File: src/rtl/clink_uart_pkg.sv
`default_nettype none
// ============================================================================
// Module      : clink_uart_pkg
// Description : Shared types and constants for the CameraLink serial-control
//               UART: parity modes, TX/RX state encodings and the oversample
//               rate. Also holds the cfg_parity decode helper.
// Revision    : 1.0 - initial release
// ============================================================================
package clink_uart_pkg;

  // Oversample ticks per bit, and the tick inside a bit where RX samples
  localparam int OS_RATE     = 16;
  localparam int SAMPLE_TICK = 7;

  typedef enum logic [1:0] {
    PAR_NONE = 2'd0,
    PAR_ODD  = 2'd1,
    PAR_EVEN = 2'd2
  } parity_e;

  typedef enum logic [2:0] {
    TX_IDLE   = 3'd0,
    TX_START  = 3'd1,
    TX_DATA   = 3'd2,
    TX_PARITY = 3'd3,
    TX_STOP1  = 3'd4,
    TX_STOP2  = 3'd5
  } tx_state_e;

  typedef enum logic [2:0] {
    RX_IDLE      = 3'd0,
    RX_START     = 3'd1,
    RX_DATA      = 3'd2,
    RX_PARITY    = 3'd3,
    RX_STOP      = 3'd4,
    RX_WAIT_HIGH = 3'd5
  } rx_state_e;

  // cfg_parity encoding 2'b11 is reserved and behaves as "no parity"
  function automatic parity_e decode_parity(input logic [1:0] cfg);
    case (cfg)
      2'b01:   return PAR_ODD;
      2'b10:   return PAR_EVEN;
      default: return PAR_NONE;
    endcase
  endfunction

endpackage
`default_nettype wire

File: src/rtl/clink_uart_if.sv
`default_nettype none
// ============================================================================
// Module      : clink_uart_if
// Description : Register-side bus of the CameraLink UART plus the serial
//               pair. The master modport is the AXI register slave (and the
//               camera-side driver of rxd); the slave modport is the UART.
//   cfg_*        : divisor / parity / stop-bit configuration
//   tx_*         : TX push handshake and FIFO status
//   rx_*         : RX byte handshake and sticky error flags
//   err_clr      : clears sticky RX errors
//   txd / rxd    : serial out (SerTFG) / serial in (SerTC, asynchronous)
// Revision    : 1.0 - initial release
// ============================================================================
interface clink_uart_if #(
  parameter int DATA_W = 8,
  parameter int DIV_W  = 16,
  parameter int LVL_W  = 5
);
  logic [DIV_W-1:0]  cfg_div;
  logic              cfg_div_load;
  logic [1:0]        cfg_parity;
  logic              cfg_stop2;
  logic [DATA_W-1:0] tx_data;
  logic              tx_valid;
  logic              tx_ready;
  logic              tx_busy;
  logic [LVL_W-1:0]  tx_level;
  logic              txd;
  logic              rxd;
  logic [DATA_W-1:0] rx_data;
  logic              rx_valid;
  logic              rx_ready;
  logic              rx_overrun;
  logic              rx_frame_err;
  logic              rx_parity_err;
  logic              err_clr;

  modport master (
    output cfg_div, cfg_div_load, cfg_parity, cfg_stop2,
    output tx_data, tx_valid, rx_ready, err_clr, rxd,
    input  tx_ready, tx_busy, tx_level, txd,
    input  rx_data, rx_valid, rx_overrun, rx_frame_err, rx_parity_err
  );

  modport slave (
    input  cfg_div, cfg_div_load, cfg_parity, cfg_stop2,
    input  tx_data, tx_valid, rx_ready, err_clr, rxd,
    output tx_ready, tx_busy, tx_level, txd,
    output rx_data, rx_valid, rx_overrun, rx_frame_err, rx_parity_err
  );
endinterface
`default_nettype wire

File: src/rtl/clink_uart_fifo.sv
`default_nettype none
// ============================================================================
// Module      : clink_uart_fifo
// Description : Synchronous first-word-fall-through FIFO.
//   i_clk, i_rst_n : clock, synchronous active-low reset
//   i_push, i_data : write request / data (ignored while full)
//   i_pop          : read request (ignored while empty)
//   o_data         : head entry, valid while !o_empty
//   o_full, o_empty, o_level : occupancy status
// Revision    : 1.0 - initial release
// ============================================================================
module clink_uart_fifo #(
  parameter int DEPTH = 16,
  parameter int WIDTH = 8
) (
  input  logic                   i_clk,
  input  logic                   i_rst_n,
  input  logic                   i_push,
  input  logic [WIDTH-1:0]       i_data,
  input  logic                   i_pop,
  output logic [WIDTH-1:0]       o_data,
  output logic                   o_full,
  output logic                   o_empty,
  output logic [$clog2(DEPTH):0] o_level
);
  localparam int PTR_W = $clog2(DEPTH);
  localparam int LVL_W = PTR_W + 1;

  logic [WIDTH-1:0] r_mem [DEPTH];
  logic [PTR_W-1:0] r_wr_ptr;
  logic [PTR_W-1:0] r_rd_ptr;
  logic [LVL_W-1:0] r_level;
  logic             w_do_push;
  logic             w_do_pop;

  assign o_full    = (r_level == LVL_W'(DEPTH));
  assign o_empty   = (r_level == '0);
  assign o_level   = r_level;
  assign o_data    = r_mem[r_rd_ptr];
  assign w_do_push = i_push && !o_full;
  assign w_do_pop  = i_pop && !o_empty;

  // DEPTH is a power of two, so pointers wrap by plain overflow
  always_ff @(posedge i_clk) begin
    if (!i_rst_n) begin
      r_wr_ptr <= '0;
      r_rd_ptr <= '0;
      r_level  <= '0;
    end else begin
      if (w_do_push) r_wr_ptr <= r_wr_ptr + PTR_W'(1);
      if (w_do_pop)  r_rd_ptr <= r_rd_ptr + PTR_W'(1);
      case ({w_do_push, w_do_pop})
        2'b10:   r_level <= r_level + LVL_W'(1);
        2'b01:   r_level <= r_level - LVL_W'(1);
        default: r_level <= r_level;
      endcase
    end
  end

  always_ff @(posedge i_clk) begin
    if (w_do_push) r_mem[r_wr_ptr] <= i_data;
  end

endmodule
`default_nettype wire

File: src/rtl/clink_uart_ctrl.sv
`default_nettype none
// ============================================================================
// Module      : clink_uart_ctrl
// Description : Full-duplex UART for the CameraLink serial control channel.
//               Shared 16x oversample tick, TX FIFO + TX framer with runtime
//               parity / stop-bit selection, 16x oversampled receiver with
//               single-entry output register and sticky error flags.
//   s_axi_aclk    : sole clock
//   s_axi_aresetn : synchronous active-low reset
//   bus           : clink_uart_if slave modport (config, TX, RX, serial pins)
// Revision    : 1.0 - initial release
// ============================================================================
module clink_uart_ctrl
  import clink_uart_pkg::*;
#(
  parameter int DATA_W        = 8,
  parameter int TX_FIFO_DEPTH = 16,
  parameter int DIV_W         = 16,
  parameter int DIV_DEFAULT   = 651
) (
  input  logic         s_axi_aclk,
  input  logic         s_axi_aresetn,
  clink_uart_if.slave  bus
);
  localparam int LVL_W = $clog2(TX_FIFO_DEPTH) + 1;
  localparam int BIT_W = $clog2(DATA_W);

  // --------------------------------------------------------------------------
  // Oversample tick generator
  // --------------------------------------------------------------------------
  logic [DIV_W-1:0] r_div;
  logic [DIV_W-1:0] r_div_cnt;
  logic [DIV_W-1:0] w_div_last;
  logic             w_os_tick;

  // A divisor of zero behaves as one: tick every clock
  assign w_div_last = (r_div == '0) ? '0 : (r_div - DIV_W'(1));
  assign w_os_tick  = !bus.cfg_div_load && (r_div_cnt == w_div_last);

  always_ff @(posedge s_axi_aclk) begin
    if (!s_axi_aresetn) begin
      r_div     <= DIV_W'(DIV_DEFAULT);
      r_div_cnt <= '0;
    end else if (bus.cfg_div_load) begin
      r_div     <= bus.cfg_div;
      r_div_cnt <= '0;
    end else if (w_os_tick) begin
      r_div_cnt <= '0;
    end else begin
      r_div_cnt <= r_div_cnt + DIV_W'(1);
    end
  end

  // --------------------------------------------------------------------------
  // TX FIFO
  // --------------------------------------------------------------------------
  logic [DATA_W-1:0] w_fifo_data;
  logic              w_fifo_full;
  logic              w_fifo_empty;
  logic [LVL_W-1:0]  w_fifo_level;
  logic              w_tx_load;

  clink_uart_fifo #(
    .DEPTH (TX_FIFO_DEPTH),
    .WIDTH (DATA_W)
  ) u_tx_fifo (
    .i_clk   (s_axi_aclk),
    .i_rst_n (s_axi_aresetn),
    .i_push  (bus.tx_valid),
    .i_data  (bus.tx_data),
    .i_pop   (w_tx_load),
    .o_data  (w_fifo_data),
    .o_full  (w_fifo_full),
    .o_empty (w_fifo_empty),
    .o_level (w_fifo_level)
  );

  // --------------------------------------------------------------------------
  // TX framer
  // --------------------------------------------------------------------------
  tx_state_e         r_tx_state;
  tx_state_e         w_tx_state_nxt;
  logic [3:0]        r_tx_os;
  logic [BIT_W-1:0]  r_tx_bit;
  logic [DATA_W-1:0] r_tx_sh;
  logic              r_tx_par_bit;
  logic              r_tx_par_en;
  logic              r_tx_stop2;
  logic              r_txd;
  logic              w_txd;
  logic              w_tx_busy;
  logic              w_tx_bit_end;
  parity_e           w_tx_par_mode;

  assign w_tx_bit_end  = w_os_tick && (r_tx_os == 4'(OS_RATE - 1));
  assign w_tx_par_mode = decode_parity(bus.cfg_parity);

  always_ff @(posedge s_axi_aclk) begin
    if (!s_axi_aresetn) r_tx_state <= TX_IDLE;
    else                r_tx_state <= w_tx_state_nxt;
  end

  // After the last stop bit a waiting byte goes straight to START so that
  // consecutive frames have no idle gap.
  always_comb begin
    w_tx_state_nxt = r_tx_state;
    case (r_tx_state)
      TX_IDLE:   if (w_os_tick && !w_fifo_empty) w_tx_state_nxt = TX_START;
      TX_START:  if (w_tx_bit_end) w_tx_state_nxt = TX_DATA;
      TX_DATA:   if (w_tx_bit_end && (r_tx_bit == BIT_W'(DATA_W - 1)))
                   w_tx_state_nxt = r_tx_par_en ? TX_PARITY : TX_STOP1;
      TX_PARITY: if (w_tx_bit_end) w_tx_state_nxt = TX_STOP1;
      TX_STOP1:  if (w_tx_bit_end)
                   w_tx_state_nxt = r_tx_stop2   ? TX_STOP2 :
                                    w_fifo_empty ? TX_IDLE  : TX_START;
      TX_STOP2:  if (w_tx_bit_end)
                   w_tx_state_nxt = w_fifo_empty ? TX_IDLE : TX_START;
      default:   w_tx_state_nxt = TX_IDLE;
    endcase
  end

  always_comb begin
    w_txd     = 1'b1;
    w_tx_load = (w_tx_state_nxt == TX_START) && (r_tx_state != TX_START);
    w_tx_busy = !w_fifo_empty || (r_tx_state != TX_IDLE);
    case (r_tx_state)
      TX_START:  w_txd = 1'b0;
      TX_DATA:   w_txd = r_tx_sh[0];
      TX_PARITY: w_txd = r_tx_par_bit;
      default:   w_txd = 1'b1;
    endcase
  end

  // Frame options are captured with the byte so mid-frame config writes
  // only affect the next frame.
  always_ff @(posedge s_axi_aclk) begin
    if (!s_axi_aresetn) begin
      r_tx_os      <= '0;
      r_tx_bit     <= '0;
      r_tx_sh      <= '0;
      r_tx_par_bit <= 1'b0;
      r_tx_par_en  <= 1'b0;
      r_tx_stop2   <= 1'b0;
      r_txd        <= 1'b1;
    end else begin
      r_txd <= w_txd;
      if (w_tx_load) begin
        r_tx_os      <= '0;
        r_tx_bit     <= '0;
        r_tx_sh      <= w_fifo_data;
        r_tx_par_en  <= (w_tx_par_mode != PAR_NONE);
        r_tx_par_bit <= (w_tx_par_mode == PAR_ODD) ? ~^w_fifo_data : ^w_fifo_data;
        r_tx_stop2   <= bus.cfg_stop2;
      end else if (w_os_tick && (r_tx_state != TX_IDLE)) begin
        r_tx_os <= r_tx_os + 4'd1;
        if ((r_tx_state == TX_DATA) && (r_tx_os == 4'(OS_RATE - 1))) begin
          r_tx_sh  <= r_tx_sh >> 1;
          r_tx_bit <= r_tx_bit + BIT_W'(1);
        end
      end
    end
  end

  // --------------------------------------------------------------------------
  // RX synchroniser and receiver
  // --------------------------------------------------------------------------
  logic              r_rx_meta;
  logic              r_rx_sync;
  logic              r_rx_prev;
  logic              w_rxd;
  logic              w_rx_fall;

  assign w_rxd     = r_rx_sync;
  assign w_rx_fall = r_rx_prev && !r_rx_sync;

  always_ff @(posedge s_axi_aclk) begin
    if (!s_axi_aresetn) begin
      r_rx_meta <= 1'b1;
      r_rx_sync <= 1'b1;
      r_rx_prev <= 1'b1;
    end else begin
      r_rx_meta <= bus.rxd;
      r_rx_sync <= r_rx_meta;
      r_rx_prev <= r_rx_sync;
    end
  end

  rx_state_e         r_rx_state;
  rx_state_e         w_rx_state_nxt;
  logic [3:0]        r_rx_os;
  logic [BIT_W-1:0]  r_rx_bit;
  logic [DATA_W-1:0] r_rx_sh;
  logic              r_rx_par_en;
  logic              r_rx_odd;
  logic [DATA_W-1:0] r_rx_data;
  logic              r_rx_valid;
  logic              r_rx_overrun;
  logic              r_rx_frame_err;
  logic              r_rx_parity_err;
  logic              w_rx_sample;
  logic              w_rx_shift;
  logic              w_rx_done;
  logic              w_rx_par_bad;
  logic              w_rx_frame_bad;
  logic              w_rx_ovr_evt;
  parity_e           w_rx_par_mode;

  // The bit counter is zeroed on the falling edge, so tick 7 lands near the
  // centre of START and every later sample is one full bit further on.
  assign w_rx_sample   = w_os_tick && (r_rx_os == 4'(SAMPLE_TICK));
  assign w_rx_par_mode = decode_parity(bus.cfg_parity);

  always_ff @(posedge s_axi_aclk) begin
    if (!s_axi_aresetn) r_rx_state <= RX_IDLE;
    else                r_rx_state <= w_rx_state_nxt;
  end

  always_comb begin
    w_rx_state_nxt = r_rx_state;
    case (r_rx_state)
      RX_IDLE:      if (w_rx_fall) w_rx_state_nxt = RX_START;
      RX_START:     if (w_rx_sample) w_rx_state_nxt = w_rxd ? RX_IDLE : RX_DATA;
      RX_DATA:      if (w_rx_sample && (r_rx_bit == BIT_W'(DATA_W - 1)))
                      w_rx_state_nxt = r_rx_par_en ? RX_PARITY : RX_STOP;
      RX_PARITY:    if (w_rx_sample) w_rx_state_nxt = RX_STOP;
      RX_STOP:      if (w_rx_sample) w_rx_state_nxt = w_rxd ? RX_IDLE : RX_WAIT_HIGH;
      RX_WAIT_HIGH: if (w_rxd) w_rx_state_nxt = RX_IDLE;
      default:      w_rx_state_nxt = RX_IDLE;
    endcase
  end

  always_comb begin
    w_rx_shift     = (r_rx_state == RX_DATA) && w_rx_sample;
    w_rx_done      = (r_rx_state == RX_STOP) && w_rx_sample;
    w_rx_par_bad   = (r_rx_state == RX_PARITY) && w_rx_sample &&
                     (w_rxd != (r_rx_odd ? ~^r_rx_sh : ^r_rx_sh));
    w_rx_frame_bad = w_rx_done && !w_rxd;
    w_rx_ovr_evt   = w_rx_done && r_rx_valid && !bus.rx_ready;
  end

  always_ff @(posedge s_axi_aclk) begin
    if (!s_axi_aresetn) begin
      r_rx_os     <= '0;
      r_rx_bit    <= '0;
      r_rx_sh     <= '0;
      r_rx_par_en <= 1'b0;
      r_rx_odd    <= 1'b0;
    end else begin
      if (r_rx_state == RX_IDLE) begin
        if (w_rx_fall) begin
          r_rx_os     <= '0;
          r_rx_bit    <= '0;
          r_rx_par_en <= (w_rx_par_mode != PAR_NONE);
          r_rx_odd    <= (w_rx_par_mode == PAR_ODD);
        end
      end else if (w_os_tick) begin
        r_rx_os <= r_rx_os + 4'd1;
      end
      if (w_rx_shift) begin
        r_rx_sh  <= {w_rxd, r_rx_sh[DATA_W-1:1]};
        r_rx_bit <= r_rx_bit + BIT_W'(1);
      end
    end
  end

  // Output register: a byte arriving while the previous one is unclaimed is
  // dropped; a consume in the same cycle frees the slot for it.
  always_ff @(posedge s_axi_aclk) begin
    if (!s_axi_aresetn) begin
      r_rx_data       <= '0;
      r_rx_valid      <= 1'b0;
      r_rx_overrun    <= 1'b0;
      r_rx_frame_err  <= 1'b0;
      r_rx_parity_err <= 1'b0;
    end else begin
      if (w_rx_done && (!r_rx_valid || bus.rx_ready)) begin
        r_rx_data  <= r_rx_sh;
        r_rx_valid <= 1'b1;
      end else if (r_rx_valid && bus.rx_ready) begin
        r_rx_valid <= 1'b0;
      end
      // Error events take priority over a simultaneous clear
      if (w_rx_ovr_evt)     r_rx_overrun    <= 1'b1;
      else if (bus.err_clr) r_rx_overrun    <= 1'b0;
      if (w_rx_frame_bad)   r_rx_frame_err  <= 1'b1;
      else if (bus.err_clr) r_rx_frame_err  <= 1'b0;
      if (w_rx_par_bad)     r_rx_parity_err <= 1'b1;
      else if (bus.err_clr) r_rx_parity_err <= 1'b0;
    end
  end

  // --------------------------------------------------------------------------
  // Bus outputs
  // --------------------------------------------------------------------------
  assign bus.tx_ready      = !w_fifo_full;
  assign bus.tx_busy       = w_tx_busy;
  assign bus.tx_level      = w_fifo_level;
  assign bus.txd           = r_txd;
  assign bus.rx_data       = r_rx_data;
  assign bus.rx_valid      = r_rx_valid;
  assign bus.rx_overrun    = r_rx_overrun;
  assign bus.rx_frame_err  = r_rx_frame_err;
  assign bus.rx_parity_err = r_rx_parity_err;

endmodule
`default_nettype wire

File: src/flat_wrapper.sv
// flat-port wrapper written by rule: the top's interface ports become plain ports
module clink_uart_ctrl_flat import clink_uart_pkg::*;
#(
  parameter int DATA_W        = 8,
  parameter int TX_FIFO_DEPTH = 16,
  parameter int DIV_W         = 16,
  parameter int DIV_DEFAULT   = 651
)
  (s_axi_aclk, s_axi_aresetn, bus_cfg_div, bus_cfg_div_load, bus_cfg_parity, bus_cfg_stop2, bus_tx_data, bus_tx_valid, bus_rx_ready, bus_err_clr, bus_rxd, bus_tx_ready, bus_tx_busy, bus_tx_level, bus_txd, bus_rx_data, bus_rx_valid, bus_rx_overrun, bus_rx_frame_err, bus_rx_parity_err);
  clink_uart_if #(.DATA_W(DATA_W), .DIV_W(DIV_W), .LVL_W((5))) bus_i ();
  input  logic s_axi_aclk;
  input  logic s_axi_aresetn;
  input wire logic [$bits(bus_i.cfg_div)-1:0] bus_cfg_div;
  input wire logic [$bits(bus_i.cfg_div_load)-1:0] bus_cfg_div_load;
  input wire logic [$bits(bus_i.cfg_parity)-1:0] bus_cfg_parity;
  input wire logic [$bits(bus_i.cfg_stop2)-1:0] bus_cfg_stop2;
  input wire logic [$bits(bus_i.tx_data)-1:0] bus_tx_data;
  input wire logic [$bits(bus_i.tx_valid)-1:0] bus_tx_valid;
  input wire logic [$bits(bus_i.rx_ready)-1:0] bus_rx_ready;
  input wire logic [$bits(bus_i.err_clr)-1:0] bus_err_clr;
  input wire logic [$bits(bus_i.rxd)-1:0] bus_rxd;
  output wire logic [$bits(bus_i.tx_ready)-1:0] bus_tx_ready;
  output wire logic [$bits(bus_i.tx_busy)-1:0] bus_tx_busy;
  output wire logic [$bits(bus_i.tx_level)-1:0] bus_tx_level;
  output wire logic [$bits(bus_i.txd)-1:0] bus_txd;
  output wire logic [$bits(bus_i.rx_data)-1:0] bus_rx_data;
  output wire logic [$bits(bus_i.rx_valid)-1:0] bus_rx_valid;
  output wire logic [$bits(bus_i.rx_overrun)-1:0] bus_rx_overrun;
  output wire logic [$bits(bus_i.rx_frame_err)-1:0] bus_rx_frame_err;
  output wire logic [$bits(bus_i.rx_parity_err)-1:0] bus_rx_parity_err;
  assign bus_i.cfg_div = bus_cfg_div;
  assign bus_i.cfg_div_load = bus_cfg_div_load;
  assign bus_i.cfg_parity = bus_cfg_parity;
  assign bus_i.cfg_stop2 = bus_cfg_stop2;
  assign bus_i.tx_data = bus_tx_data;
  assign bus_i.tx_valid = bus_tx_valid;
  assign bus_i.rx_ready = bus_rx_ready;
  assign bus_i.err_clr = bus_err_clr;
  assign bus_i.rxd = bus_rxd;
  assign bus_tx_ready = bus_i.tx_ready;
  assign bus_tx_busy = bus_i.tx_busy;
  assign bus_tx_level = bus_i.tx_level;
  assign bus_txd = bus_i.txd;
  assign bus_rx_data = bus_i.rx_data;
  assign bus_rx_valid = bus_i.rx_valid;
  assign bus_rx_overrun = bus_i.rx_overrun;
  assign bus_rx_frame_err = bus_i.rx_frame_err;
  assign bus_rx_parity_err = bus_i.rx_parity_err;
  clink_uart_ctrl #(.DATA_W(DATA_W), .TX_FIFO_DEPTH(TX_FIFO_DEPTH), .DIV_W(DIV_W), .DIV_DEFAULT(DIV_DEFAULT)) u_core (.s_axi_aclk(s_axi_aclk), .s_axi_aresetn(s_axi_aresetn), .bus(bus_i));
endmodule
File: config.mk
export PLATFORM = sky130hd
export DESIGN_NAME = clink_uart_ctrl_flat
export DESIGN_NICKNAME = d
export VERILOG_FILES = /design/src/rtl/clink_uart_pkg.sv /design/src/rtl/clink_uart_if.sv /design/src/rtl/clink_uart_fifo.sv /design/src/rtl/clink_uart_ctrl.sv /design/src/flat_wrapper.sv
export SDC_FILE = /design/constraint.sdc
export NUM_CORES = 1
export LEC_CHECK = 0
export CORE_MARGIN = 8
export CORE_UTILIZATION = 30
export CTS_CLUSTER_DIAMETER = 200
export DETAILED_ROUTE_END_ITERATION = 10
export PLACE_DENSITY_LB_ADDON = 0.3
export SLEW_MARGIN = 20
export SYNTH_ARGS = -nofsm -noshare
export SYNTH_HDL_FRONTEND = slang
export SYNTH_SLANG_ARGS = --single-unit
File: constraint.sdc
create_clock -name s_axi_aclk -period 15.45 [get_ports s_axi_aclk]
set_input_delay 4.635 -clock s_axi_aclk [delete_from_list [all_inputs] [get_ports s_axi_aclk]]
set_output_delay 4.635 -clock s_axi_aclk [all_outputs]
set_load 0.02 [all_outputs]
======== Yosys cells after proc, flatten, opt, wreduce, memory -nomap -nowiden ========
Memories as Yosys holds them, arrays and structs flattened. A register that Yosys moved wholly into a read port is not among the register bits.
Index checks and enable logic that the tools add are counted.
word-level totals
  register bits after elaboration ......... 102
  latch bits .............................. 0
  RAM bits ................................ 128
  bits in read-only memories .............. 0
  output and inout bits ................... 20
  memories ................................ 1
memories
  name                    depth  bits a word  read ports  clocked after Yosys merged registers in  write ports  RTL line               source
  u_core.u_tx_fifo.r_mem  16     8            1           1                                        1            clink_uart_fifo.sv:29  logic [WIDTH-1:0] r_mem [DEPTH];
operators by class
  $add $sub $neg .......................... 10
  multiply operators ...................... 0
  divide/modulo/power cells ............... 0
  $lt $le $gt $ge ......................... 0
  equal/unequal tests ..................... 30
  shift operators ......................... 0
  multiplexer cells ....................... 45
  bitwise logic cells ..................... 1
  reduce and logical (&&, ||, !) cells .... 57
operator list
  cell                   count
  $mux 3                 19
  $pmux 3 s6             2
  $mux 8                 3
  $reduce_bool 2->1      11
  $logic_and 1x1->1      21
  $mux 4                 5
  $eq 3x3->1 const B     6
  $add 16x1->16 const B  1
  $add 4x1->4 const B    4
  $eq 16x16->1           1
  $logic_not 16->1       1
  $mux 16                1
  $reduce_xnor 8->1      2
  $reduce_xor 8->1       2
  $sub 16x1->16 const B  1
  $eq 3x2->1 const B     4
  $ne 2x1->1 const B     6
  $mux 1                 11
  $pmux 5 s2             1
  $reduce_and 2->1       5
  $eq 3x1->1 const B     3
  $add 3x1->3 const B    2
  $eq 2x1->1 const B     3
  $logic_not 1->1        6
  19 further kinds       22

======== Depth between registers and ports, before layout ========
Gate-level depths: netlist of the first run.
  depth after elaboration ................. 13
  mapped depth ............................ 24
  gate-level depth less buffers ........... 21

======== By module ========
A second synthesis of the first run with hierarchy kept.
second synthesis, totals
  cells, all modules ...................... 866
  area, all modules ....................... 10608.9 µm²
modules (own cells, without submodules)
  module           times used  cells each  area an instance (µm²)  seq. area each (µm²)
  clink_uart_fifo  1           331         5931.9                  4184.0
  clink_uart_ctrl  1           535         4677.0                  1781.7

======== Least setup slack after synthesis of the first run ========
OpenSTA, ideal clock, no wires.
  path kind ............................... input -> register
  start point ............................. input port bus_cfg_div_load
  end point ............................... register u_core.u_tx_fifo.r_level[4], in the netlist u_core.u_tx_fifo.o_level[4]
  setup time .............................. 0.070 ns
  data arrival time ....................... 8.148 ns
  slack ................................... 7.231 ns
  stages .................................. 19
  buffers on the path ..................... 2
  cell sequence ........................... a21oi_1 > o2111ai_1 > a211o_1 > nor4_2 > and3b_1 > mux2i_1 > o21ai_1 > buf_2 > inv_1 > ha_1 > clkbuf_1 > xor2_1 > ha_1 > a31oi_1 > nand2_1 > a211oi_1 > o211ai_1 > a31o_2 > a21oi_1
between the ends
  longest elaborated chain between the ends .. 11
  elaborated cells on any way between the ends .. 19
  classes of those cells .................. eq/ne (3); mux (8); reduce/logical (8)
ends and longest elaborated chain
  item                                                    RTL line                source
  from (decl)                                             flat_wrapper.sv:14      input wire logic [$bits(bus_i.cfg_div_load)-1:0] bus_cfg_div_load;
  $logic_not 1->1 *                                       clink_uart_ctrl.sv:38   assign w_os_tick = !bus.cfg_div_load && (r_div_cnt == w_div_last);
  $logic_and 1x1->1 *                                     clink_uart_ctrl.sv:38
  $logic_and 1x1->1                                       clink_uart_ctrl.sv:95   assign w_tx_bit_end = w_os_tick && (r_tx_os == 4'(OS_RATE - 1));
  $logic_and 1x1->1                                       clink_uart_ctrl.sv:110  TX_DATA: if (w_tx_bit_end && (r_tx_bit == BIT_W'(DATA_W - 1)))
  $mux 3                                                  clink_uart_ctrl.sv:110
  $pmux 3 s6 *                                            clink_uart_ctrl.sv:107  case (r_tx_state)
  $eq 3x1->1 *                                            clink_uart_ctrl.sv:124  w_tx_load = (w_tx_state_nxt == TX_START) && (r_tx_state != TX_START);
  $logic_and 1x1->1 *                                     clink_uart_ctrl.sv:124
  $logic_and 1x1->1 *                                     clink_uart_fifo.sv:41   assign w_do_pop = i_pop && !o_empty;
  net u_core.u_tx_fifo.w_do_pop                           clink_uart_fifo.sv:34   logic w_do_pop;
  $eq 2x1->1 / $eq 2x2->1 (equally long branches)         clink_uart_fifo.sv:52   case ({w_do_push, w_do_pop})
  $pmux 5 s2 / $reduce_bool 2->1 (equally long branches)  n/a
  to (signal assigned)                                    clink_uart_fifo.sv:53   2'b10: r_level <= r_level + LVL_W'(1);
  to (signal assigned)                                    clink_uart_fifo.sv:54   2'b01: r_level <= r_level - LVL_W'(1);
  to (signal assigned)                                    clink_uart_fifo.sv:55   default: r_level <= r_level;
  to (decl)                                               clink_uart_fifo.sv:32   logic [LVL_W-1:0] r_level;
The timed path passes the listed nets; every way through them passes the cells marked *.
A chain may end at the register's enable or synchronous reset.

======== Worst setup path in the final report of the first run ========
Ends and elaborated chain as after synthesis.

==> results of run 1 <==
how the worst max path moves through the flow:
| stage | start | endpoint | slack, ns |
|---|---|---|---|
| 6_report | bus_cfg_div_load | u_core.u_tx_fifo.o_level[4]$_SDFFE_PN0P_ | 5.86 |
| 3_5_place_dp | bus_cfg_div_load | u_core.u_tx_fifo.o_level[4]$_SDFFE_PN0P_ | 5.30 |
| 3_3_place_gp | bus_cfg_div_load | u_core.u_tx_fifo.o_level[4]$_SDFFE_PN0P_ | 5.34 |
| 4_1_cts | bus_cfg_div_load | u_core.u_tx_fifo.o_level[4]$_SDFFE_PN0P_ | 5.85 |
| 2_1_floorplan | bus_cfg_div_load | u_core.u_tx_fifo.o_level[4]$_SDFFE_PN0P_ | 7.23 |
| 5_1_grt | bus_cfg_div_load | u_core.u_tx_fifo.o_level[4]$_SDFFE_PN0P_ | 5.29 |
logic make-up after synthesis:
family	after synthesis
buf+inv	73
flops	234
mux	81
compound gates	110
xor+xnor	57
simple gates	301
fa+ha+maj	17
flip-flops by register name, indices dropped and copies added (netlist names), 5 cells and up, named ones only:
name	count
u_core.r_div	16
u_core.r_tx_sh	8
u_core.r_div_cnt	16
u_core.u_tx_fifo.r_mem	128
u_core.bus.rx_data	8
u_core.u_tx_fifo.o_level	5
u_core.r_rx_sh	8
metal layers:
metal	up-vias	routed length (µm)	part of all wire
met5	-	0	0
met4	0	449	0.020
met3	33	889	0.039
met2	108	10200	0.46
met1	3249	10900	0.49
li1	3314	-	-
report_power, final:
group	switching, W	leakage, nW	internal [W]
Clock	0.000246	0.411	0.000361
Sequential	0.0000101	2.02	0.000665
Combinational	0.0000407	1.79	0.0000329
Total	0.000297	4.22	0.00106
cell type report:
| class | instances | share of cell area |
|---|---|---|
| tap | 461 | 0.0465 |
| timing repair buffer | 61 | 0.0476 |
| sequential | 234 | 0.481 |
| clock inverter | 8 | 0.00635 |
| multi-input combinational | 566 | 0.350 |
| inverter | 23 | 0.00696 |
| clock buffer | 40 | 0.0623 |
cell usage in the layout, fill, tap and decap left out, types with 5 or more instances in the layout:
cell	count
a211oi_1	7
a21oi_1	28
a31oi_1	13
and2_1	5
and3_1	6
buf_4	8
clkbuf_1	7
clkbuf_16	26
clkbuf_8	7
clkdlybuf4s50_1	53
dfxtp_1	105
edfxtp_1	128
ha_1	17
inv_1	22
mux2i_1	40
mux4_2	40
nand2_1	51
nand2b_1	17
nand3_1	27
nand4_1	13
nor2_1	108
nor2b_1	6
nor3_1	18
nor4_1	5
o211ai_1	6
o21ai_0	17
or3_1	6
or4_1	5
xnor2_1	32
xor2_1	24
worst max-delay path: stages:
cell and delay, ns:
clkdlybuf4s50_1 0.94, a21oi_1 0.40, o2111ai_1 0.15, a211o_1 0.29
nor4_2 0.28, and3b_1 0.27, mux2i_1 0.21, o21ai_2 0.79
inv_1 0.15, ha_1 0.37, xor2_1 0.20, ha_1 0.25
a31oi_1 0.28, nand2_1 0.09, a211oi_1 0.22, o211ai_1 0.15
a31o_2 0.23, a21oi_1 0.12
through the flow:
| stage | area (µm²) | utilization |
|---|---|---|
| 2_1_floorplan | 10600 | - |
| 3_3_place_gp | 11600 | 0.328 |
| 3_5_place_dp | 11600 | 0.328 |
| 4_1_cts | 12400 | 0.352 |
| 5_1_grt | 12400 | 0.352 |
| 6_report | 12400 | 0.352 |
==> results by group, run 1 <==
Route
  • Routed Antenna Nets: 0
  • Drt drc: 0
  • WL per Instance: 16.2 µm
  • Iteration-0 DRC Markers: 457
  • Vias per cell: 4.81
  • Via Count: 6704
  • First-pass iteration count of the detailed router: 6
  • Final WL: 22500 µm

Synth
  • Yosys Warn Count: 0
  • Largest area contributor in the netlist: edfxtp_1
  • Syn avg cell area: 12.2 µm²
  • Post-synth EDFFs: 128
  • Syn_nets: 924
  • Top cell type's share of synthesized area: 0.362
  • Adder-Cell Fraction of Synth Area: 0.0200
  • Mapped cell area: 10600 µm²
  • Post-synthesis mux area share: 0.124
  • Xor and xnor area share after synthesis: 0.0483
  • Combinational family with the most area after synthesis: simple AND/OR/NAND/NOR gates
  • Flops & latches, synth: 234
  • Top-count cell post-synth: edfxtp_1
  • Synth Instances: 873
  • Asr flop ratio synth: 0
  • Simple-Gate Fraction of Synth Area: 0.148
  • Most instantiated cells after synthesis: 128 x edfxtp_1, 108 x nor2_1, 106 x dfxtp_1
  • Synth area leaders: edfxtp_1 36%, dfxtp_1 20%, mux4_2 8.5%
  • Ys flop type: edfxtp_1
  • Sequential cell area fraction in the yosys report: 0.562
  • Post-synth cell types: 72
  • Compound-cell area share of the yosys netlist: 0.0681

Floorplanning
  • Initial Util: 0.301
  • Horiz. Die Dim: 204 µm
  • Core area: 35200 µm²
  • Die H: 204 µm
  • I/O pin count: 54
  • Row count: 69
  • Area of the die: 41700 µm²

Clock tree
  • CTS root buf: clkbuf_16
  • Post-CTS Repair Setup Buffers: 0
  • H-tree depth: 1
  • Post-cts repair resize count: 0
  • Clk buf depth: 3
  • CTS buffer count: 26
  • CTS tree: yes
  • Sink Count: 234
  • Worst-Skew Late Latency: 0.53 ns
  • CTS clk-pin slew, worst paths: 0.06 ns
  • Hold-fix buffers, CTS: 0

Global routing
  • GR Layer Usage met1: 0.148
  • Vias in the first global route: 6504
  • Total Routing Usage GR: 0.107
  • Largest net degree at the start of global routing: 39
  • M2 GR Usage: 0.169
  • First-pass GRT wire length: 36600 µm
  • Gr ovfl total: 0
  • Met3 usage: 0.0212
  • Initial antenna violation count: 0
  • Top Usage Layer GRT: met2

Setup path
  • R2R cell count: 21
  • Crit Path Max Fanout: 24
  • Worst R2R Start: u_core.r_div[0]$_SDFFE_PN1P_
  • Data required time of the worst path: 15.90 ns
  • Worst EP arrival: 10.05 ns
  • Critical Path End Type: flip-flop
  • Startpoint types: input pin
  • Critical R2R Capture: u_core.u_tx_fifo.o_level[4]$_SDFFE_PN0P_
  • Critical path class: in2reg
  • Worst R2R Setup Slack: 9.27 ns

STA
  • Hold WS: 0.411 ns
  • Tcrit/Tclk final: 0.621
  • Final setup violation count: 0
  • Final Skew: 0.0145 ns
  • Fin crit period: 9.59 ns
  • Unrepaired setup endpoints after global routing: no
  • Fin. Hold Viols: 0
  • Worst-Margin Slew: 1.03 ns
  • Max-slew violations: 0
  • Slew headroom: 0.313
  • Final worst slack: 5.86 ns
  • Fmax: 104 MHz
  • Setup_tns: 0 ns

Layout
  • Fillers: 3471
  • Final std cells w/o fill: 1393
  • Antenna diodes: 0
  • Register area: 5970 µm²
  • Share of layout cells above drive strength 1: 0.114
  • Final #Nets: 963
  • Area of the multi-input gates: 4340 µm²
  • Area Overhead vs Synth: 17.0%

Pwr
  • Worst VDD drop: 0.0000935 V
  • Static leakage: 4.22 nW
  • PD cells: 109 nW/µm²
  • Post-route total power: 0.00136 W

Worst hold path
  • Min-delay src: u_core.r_rx_meta$_SDFF_PN1_
  • Hold Crit Class: reg2reg
  • Worst Hold Depth: 1
  • Sink of the worst hold path: u_core.r_rx_sync$_SDFF_PN1_

Run
  • Max cap viols: 0

Placed design
  • PortBufs: 53
  • Placer Congestion: 0.785
  • DP Cell Count: 1345
  • Post-Place Worst Slack: 5.30 ns
  • Final HPWL DP: 15800 µm

Run status
  • Status: finished, final reports clean
Note: power is estimated with default switching activity, not from simulation.
==> run 2: changes to the inputs <==
clock period = 7.9 ns   (was 15.45 ns; I/O delays follow)
==> results by group, run 2 (synthesis results as in run 1) <==
Setup path
  • Critical Path End Type: flip-flop
  • Critical Path Max Stage Delay: 0.81 ns (-0.13 ns)
  • CP Launch Point: bus_cfg_div_load
  • Critical path class: in2reg
  • Worst-path cell with the longest stage delay: o21ai_2
  • Worst path cell trace: clkdlybuf4s50_1 -> a21oi_1 -> o2111ai_1 -> a211o_1 -> nor4_2 -> and3b_1 -> mux2i_1 -> o21ai_2 -> inv_1 -> ha_1 -> xor2_1 -> ha_1 -> a31oi_1 -> nand2_1 -> a211oi_1 -> o211ai_1 -> a31o_2 -> a21oi_1
  • Worst R2R Start: u_core.r_div[0]$_SDFFE_PN1P_
  • Critical Path Sink: u_core.u_tx_fifo.o_level[4]$_SDFFE_PN0P_
  • Startpoint types: input pin
  • Worst R2R Setup Slack: 1.85 ns (-7.42 ns)
  • Worst EP arrival: 7.10 ns (-2.95 ns)
  • R2R cell count: 21 (unchanged)
  • Critical R2R Capture: u_core.u_tx_fifo.o_level[4]$_SDFFE_PN0P_
  • Crit Path Max Fanout: 24 (unchanged)
  • Data required time of the worst path: 8.35 ns (-7.55 ns)

Layout
  • Biggest regs: u_core.u_tx_fifo.r_mem: 128 flops, u_core.r_div: 16 flops, u_core.r_div_cnt: 16 flops
  • Area Overhead vs Synth: 17.0% (about the same)
  • Most common cell after layout, fill and taps aside: edfxtp_1
  • Share of layout cells above drive strength 1: 0.111 (-0.00322)
  • Largest register FFs: 128 (unchanged)
  • Largest reg by FF count: u_core.u_tx_fifo.r_mem
  • Fillers: 3478 (+0.20%)
  • Final #Nets: 964 (+0.10%)
  • Most frequent cells in the layout: 128 x edfxtp_1, 108 x nor2_1, 105 x dfxtp_1, 53 x clkdlybuf4s50_1, 51 x nand2_1
  • Final std cells w/o fill: 1393 (unchanged)
  • Antenna diodes: 0 (unchanged)
  • Design area: 12400 µm² (about the same)

Placed design
  • PortBufs: 53 (unchanged)
  • Final HPWL DP: 15800 µm (about the same)
  • DP Area: 11600 µm² (about the same)
  • DP Cell Count: 1346 (+0.074%)
  • Placer Congestion: 0.809 (+3.0%)

Global routing
  • Initial antenna violation count: 0 (unchanged)
  • First-pass GRT wire length: 36600 µm (+0.13%)
  • Gr ovfl total: 0 (unchanged)
  • Vias in the first global route: 6544 (+0.62%)
  • Largest net degree at the start of global routing: 47 (+21%)
  • Total Routing Usage GR: 0.107 (+0.000137)

Pwr
  • Worst VDD drop: 0.000166 V (+77%)
  • NetSw: 0.000576 W (+94%)
  • Pint: 0.00208 W (+97%)
  • PD cells: 214 nW/µm² (+96%)
  • Comb pwr share: 0.055 (about the same)
  • Static leakage: 4.22 nW (about the same)
  • Switch share: 0.216 (-0.00254)
  • Seq pwr share: 0.496 (-0.002)
  • Clk pwr share: 0.449 (about the same)

Floorplanning
  • Horiz. Die Dim: 204 µm (unchanged)
  • Row count: 69 (unchanged)
  • Core area: 35200 µm² (unchanged)
  • Area of the die: 41700 µm² (unchanged)
  • Die H: 204 µm (unchanged)
  • I/O pin count: 54 (unchanged)
  • Initial Util: 0.301 (unchanged)

STA
  • Fmax: 150 MHz
  • Slew headroom: 0.354 (+0.0402)
  • Max-slew violations: 0 (unchanged)
  • Hold WS: 0.403 ns (-0.00827 ns)
  • Unrepaired setup endpoints after global routing: no
  • Fin crit period: 6.66 ns
  • Setup_tns: 0 ns (unchanged)
  • Final Skew: 0.0183 ns (+0.00383 ns)
  • Worst-Margin Slew: 0.970 ns (-0.0571 ns)
  • Fin. Hold Viols: 0 (unchanged)
  • Final setup violation count: 0 (unchanged)
  • Tcrit/Tclk final: 0.843

Clock tree
  • Post-cts repair resize count: 0 (unchanged)
  • Sink Count: 234 (unchanged)
  • CTS clk-pin slew, worst paths: 0.06 ns (about the same)
  • Post-CTS Repair Setup Buffers: 0 (unchanged)
  • H-tree depth: 1 (unchanged)
  • CTS tree: yes
  • Clk buf depth: 3 (unchanged)
  • CTS buffer count: 26 (unchanged)
  • Worst-Skew Late Latency: 0.54 ns (about the same)
  • Hold-fix buffers, CTS: 0 (unchanged)
  • CTS root buf: clkbuf_16

Worst hold path
  • Min-delay src: u_core.r_rx_meta$_SDFF_PN1_
  • Hold Crit Class: reg2reg

Route
  • Iteration-0 DRC Markers: 459 (+0.44%)
  • Drt drc: 0 (unchanged)
  • WL per Instance: 16.2 µm (+0.40%)
  • Vias per cell: 4.83 (+0.33%)
  • Via Count: 6726 (+0.33%)
  • Routed Antenna Nets: 0 (unchanged)
  • First-pass iteration count of the detailed router: 5 (-1)
  • Final WL: 22600 µm (+0.40%)

Run status
  • Status: finished, final reports clean

Run
  • Max cap viols: 0 (unchanged)
run 2: cell count changes in the layout (fill, tap and decap cells not counted):
cell,change
clkbuf_1,-1
bufinv_16,+2
clkinvlp_4,-1
clkbuf_8,-5
buf_4,+1
clkinv_1,+4
run 2: stage by stage:
step            util  worst slack, ns  power, W
3_5_place_dp   0.328            0.732   0.00149
5_1_grt        0.352            0.892   0.00276
6_report       0.352             1.24   0.00266
3_3_place_gp   0.328            0.739   0.00149
4_1_cts        0.352             1.25   0.00270
2_1_floorplan      -             1.95   0.00143
run 2: power by group through the flow:
stage                     combinational (W)  sequential, W  clock [W]
after global routing               0.000161        0.00132    0.00128
after global placement             0.000145        0.00134          0
final                              0.000145        0.00132    0.00120
after CTS                          0.000148        0.00132    0.00123
after floorplan                   0.0000932        0.00134          0
after detailed placement           0.000146        0.00135          0
run 2: critical path, delay by kind of cell:
kind	cells	cell delay (ns)
XOR/XNOR	1	0.20
AO/OA/AOI/OAI	9	2.42
AND/OR/NAND/NOR	3	0.60
buffers and inverters	2	0.67
multiplexers	1	0.19
adder cells (fa/ha/maj)	2	0.65
run 2: worst min path at each step:
stage,endpoint,slack [ns],cells after the start
2_1_floorplan,u_core.r_rx_sync$_SDFF_PN1_,0.39,1
3_3_place_gp,u_core.r_rx_sync$_SDFF_PN1_,0.39,1
3_5_place_dp,u_core.r_rx_sync$_SDFF_PN1_,0.39,1
4_1_cts,u_core.r_rx_sync$_SDFF_PN1_,0.41,1
5_1_grt,u_core.r_rx_sync$_SDFF_PN1_,0.42,1
6_report,u_core.r_rx_sync$_SDFF_PN1_,0.40,1
run 2: area by class of cell:
type                       instances  area (µm²)  share of cell area
clock buffer                      34         701              0.0564
clock inverter                    13         146              0.0118
inverter                          23        86.3             0.00695
multi-input combinational        566        4340               0.350
sequential                       234        5970               0.481
tap                              461         577              0.0465
timing repair buffer              62         598              0.0482
run 2: metal layers:
layer	routed length, µm	up-vias	global-route usage
li1	-	3315	-
met4	456	0	0.0257
met2	10400	131	0.172
met1	10700	3247	0.147
met5	0	-	0
met3	1020	33	0.0185
==> run 3: changes to the inputs <==
clock period = 6.4 ns   (was 7.9 ns; I/O delays follow)
==> results by group, run 3 (synthesis results as in run 1) <==
STA
  • Fmax: 181 MHz
  • Fin crit period: 5.53 ns
  • Fin. Hold Viols: 0 (unchanged)
  • Final worst slack: 0.868 ns (-0.376 ns)
  • Tcrit/Tclk final: 0.864
  • Setup_tns: 0 ns (unchanged)
  • Worst-Margin Slew: 0.893 ns (-0.0769 ns)
  • Slew headroom: 0.403 (+0.0494)
  • Max-slew violations: 0 (unchanged)
  • Unrepaired setup endpoints after global routing: no
  • Final Skew: 0.00760 ns (-0.0107 ns)
  • Final setup violation count: 0 (unchanged)

Layout
  • Most frequent cells in the layout: 128 x edfxtp_1, 108 x nor2_1, 105 x dfxtp_1, 53 x clkdlybuf4s50_1, 51 x nand2_1
  • Biggest regs: u_core.u_tx_fifo.r_mem: 128 flops, u_core.r_div: 16 flops, u_core.r_div_cnt: 16 flops
  • Design area: 12400 µm² (-0.42%)
  • Share of layout cells above drive strength 1: 0.110 (-0.000955)
  • Final #Nets: 965 (+0.10%)
  • Largest reg by FF count: u_core.u_tx_fifo.r_mem
  • Final std cells w/o fill: 1392 (-0.072%)
  • Largest register FFs: 128 (unchanged)
  • Antenna diodes: 0 (unchanged)
  • Most common cell after layout, fill and taps aside: edfxtp_1
  • Fillers: 3441 (-1.1%)
  • Area Overhead vs Synth: 16.5%

Run status
  • Status: finished, final reports clean

Run
  • Max cap viols: 0 (unchanged)

Global routing
  • First-pass GRT wire length: 37100 µm (+1.2%)
  • Top Usage Layer GRT: met2
  • Met3 usage: 0.0217 (+0.00317)
  • Vias in the first global route: 6755 (+3.2%)
  • Total Routing Usage GR: 0.108 (+0.00156)
  • Gr ovfl total: 0 (unchanged)
  • Largest net degree at the start of global routing: 40 (-15%)
  • M2 GR Usage: 0.175 (+0.00273)
  • GR Layer Usage met1: 0.147 (-0.000465)
  • Initial antenna violation count: 0 (unchanged)

Floorplanning
  • Area of the die: 41700 µm² (unchanged)
  • Core area: 35200 µm² (unchanged)
  • Die H: 204 µm (unchanged)
  • Initial Util: 0.301 (unchanged)
  • I/O pin count: 54 (unchanged)
  • Row count: 69 (unchanged)
  • Horiz. Die Dim: 204 µm (unchanged)

Route
  • First-pass iteration count of the detailed router: 5 (unchanged)
  • Drt drc: 0 (unchanged)
  • Via Count: 6718 (-0.12%)
  • Iteration-0 DRC Markers: 451 (-1.7%)
  • WL per Instance: 16.2 µm (about the same)
  • Final WL: 22600 µm (-0.12%)
  • Vias per cell: 4.83 (about the same)
  • Routed Antenna Nets: 0 (unchanged)

Setup path
  • Data required time of the worst path: 6.86 ns (-1.49 ns)
  • Worst EP arrival: 5.99 ns (-1.11 ns)
  • Startpoint types: input pin
  • Critical path class: in2reg
  • Crit Path Max Fanout: 12 (-50%)
  • Worst R2R Setup Slack: 1.00 ns (-0.85 ns)
  • Critical Path End Type: flip-flop

Clock tree
  • H-tree depth: 1 (unchanged)
  • Post-cts repair resize count: 0 (unchanged)
  • Worst-Skew Late Latency: 0.54 ns (about the same)
  • Clk buf depth: 3 (unchanged)
  • CTS tree: yes
  • CTS buffer count: 25 (-3.8%)
  • Hold-fix buffers, CTS: 0 (unchanged)
  • CTS clk-pin slew, worst paths: 0.06 ns (about the same)
  • Post-CTS Repair Setup Buffers: 0 (unchanged)
  • Sink Count: 234 (unchanged)
  • CTS root buf: clkbuf_16

Pwr
  • Worst VDD drop: 0.000203 V (+22%)
  • Post-route total power: 0.00321 W (+21%)
  • PD cells: 259 nW/µm² (+21%)
  • Static leakage: 4.20 nW (-0.44%)

Placed design
  • DP Cell Count: 1348 (+0.15%)
  • DP Area: 11600 µm² (+0.13%)
  • Post-Place Worst Slack: 0.404 ns (-0.327 ns)
  • Final HPWL DP: 15800 µm (-0.37%)
  • PortBufs: 53 (unchanged)
  • Placer Congestion: 0.816 (+0.95%)

Worst hold path
  • Hold Crit Class: reg2reg
run 3: through the flow:
stage	hold slack, ns	util
floorplan	0.386	-
global placement	0.398	0.329
detailed placement	0.397	0.329
CTS	0.410	0.351
global route	0.418	0.351
finish	0.409	0.351
run 3: power by group:
part | switching (W) | total, W | internal [W]
logic | 0.0000984 | 0.000178 | 0.0000797
registers | 0.0000240 | 0.00163 | 0.00160
clock network | 0.000584 | 0.00140 | 0.000815
total | 0.000707 | 0.00321 | 0.00250
run 3: metal layers:
| layer | vias up | wire length (µm) |
|---|---|---|
| met5 | - | 0 |
| li1 | 3312 | - |
| met1 | 3237 | 11000 |
| met2 | 127 | 10200 |
| met3 | 42 | 909 |
| met4 | 0 | 488 |
run 3: final timing paths:
path | startpoint | cells after the start | to
setup / recovery | bus_cfg_div_load | 18 | u_core.u_tx_fifo.o_level[4]$_SDFFE_PN0P_
hold reg to reg | u_core.r_rx_meta$_SDFF_PN1_ | 1 | u_core.r_rx_sync$_SDFF_PN1_
setup reg to reg | u_core.r_div[0]$_SDFFE_PN1P_ | 21 | u_core.u_tx_fifo.o_level[4]$_SDFFE_PN0P_
hold / removal | u_core.r_rx_meta$_SDFF_PN1_ | 1 | u_core.r_rx_sync$_SDFF_PN1_
run 3: layout make-up:
cell class	instances	area, µm²	share of cell area
Sequential cell	234	5970	0.483
Multi-Input combinational cell	566	4340	0.351
Clock buffer	35	673	0.0545
Timing Repair Buffer	64	613	0.0496
Tap cell	461	577	0.0467
Clock inverter	9	106	0.00860
Inverter	23	86.3	0.00698
run 3: worst max-delay path, stage by stage:
cell and delay, ns:
clkdlybuf4s50_1 0.45, a21oi_1 0.19, o2111ai_1 0.13, a211o_1 0.29, nor4_2 0.29, a31oi_1 0.13, a21oi_1 0.47, o21ai_2 0.10
inv_1 0.10, ha_1 0.41, xor2_1 0.12, ha_1 0.26, a31oi_1 0.29, nand2_1 0.09, a211oi_1 0.25, o211ai_1 0.16
a31o_2 0.23, a21oi_1 0.12
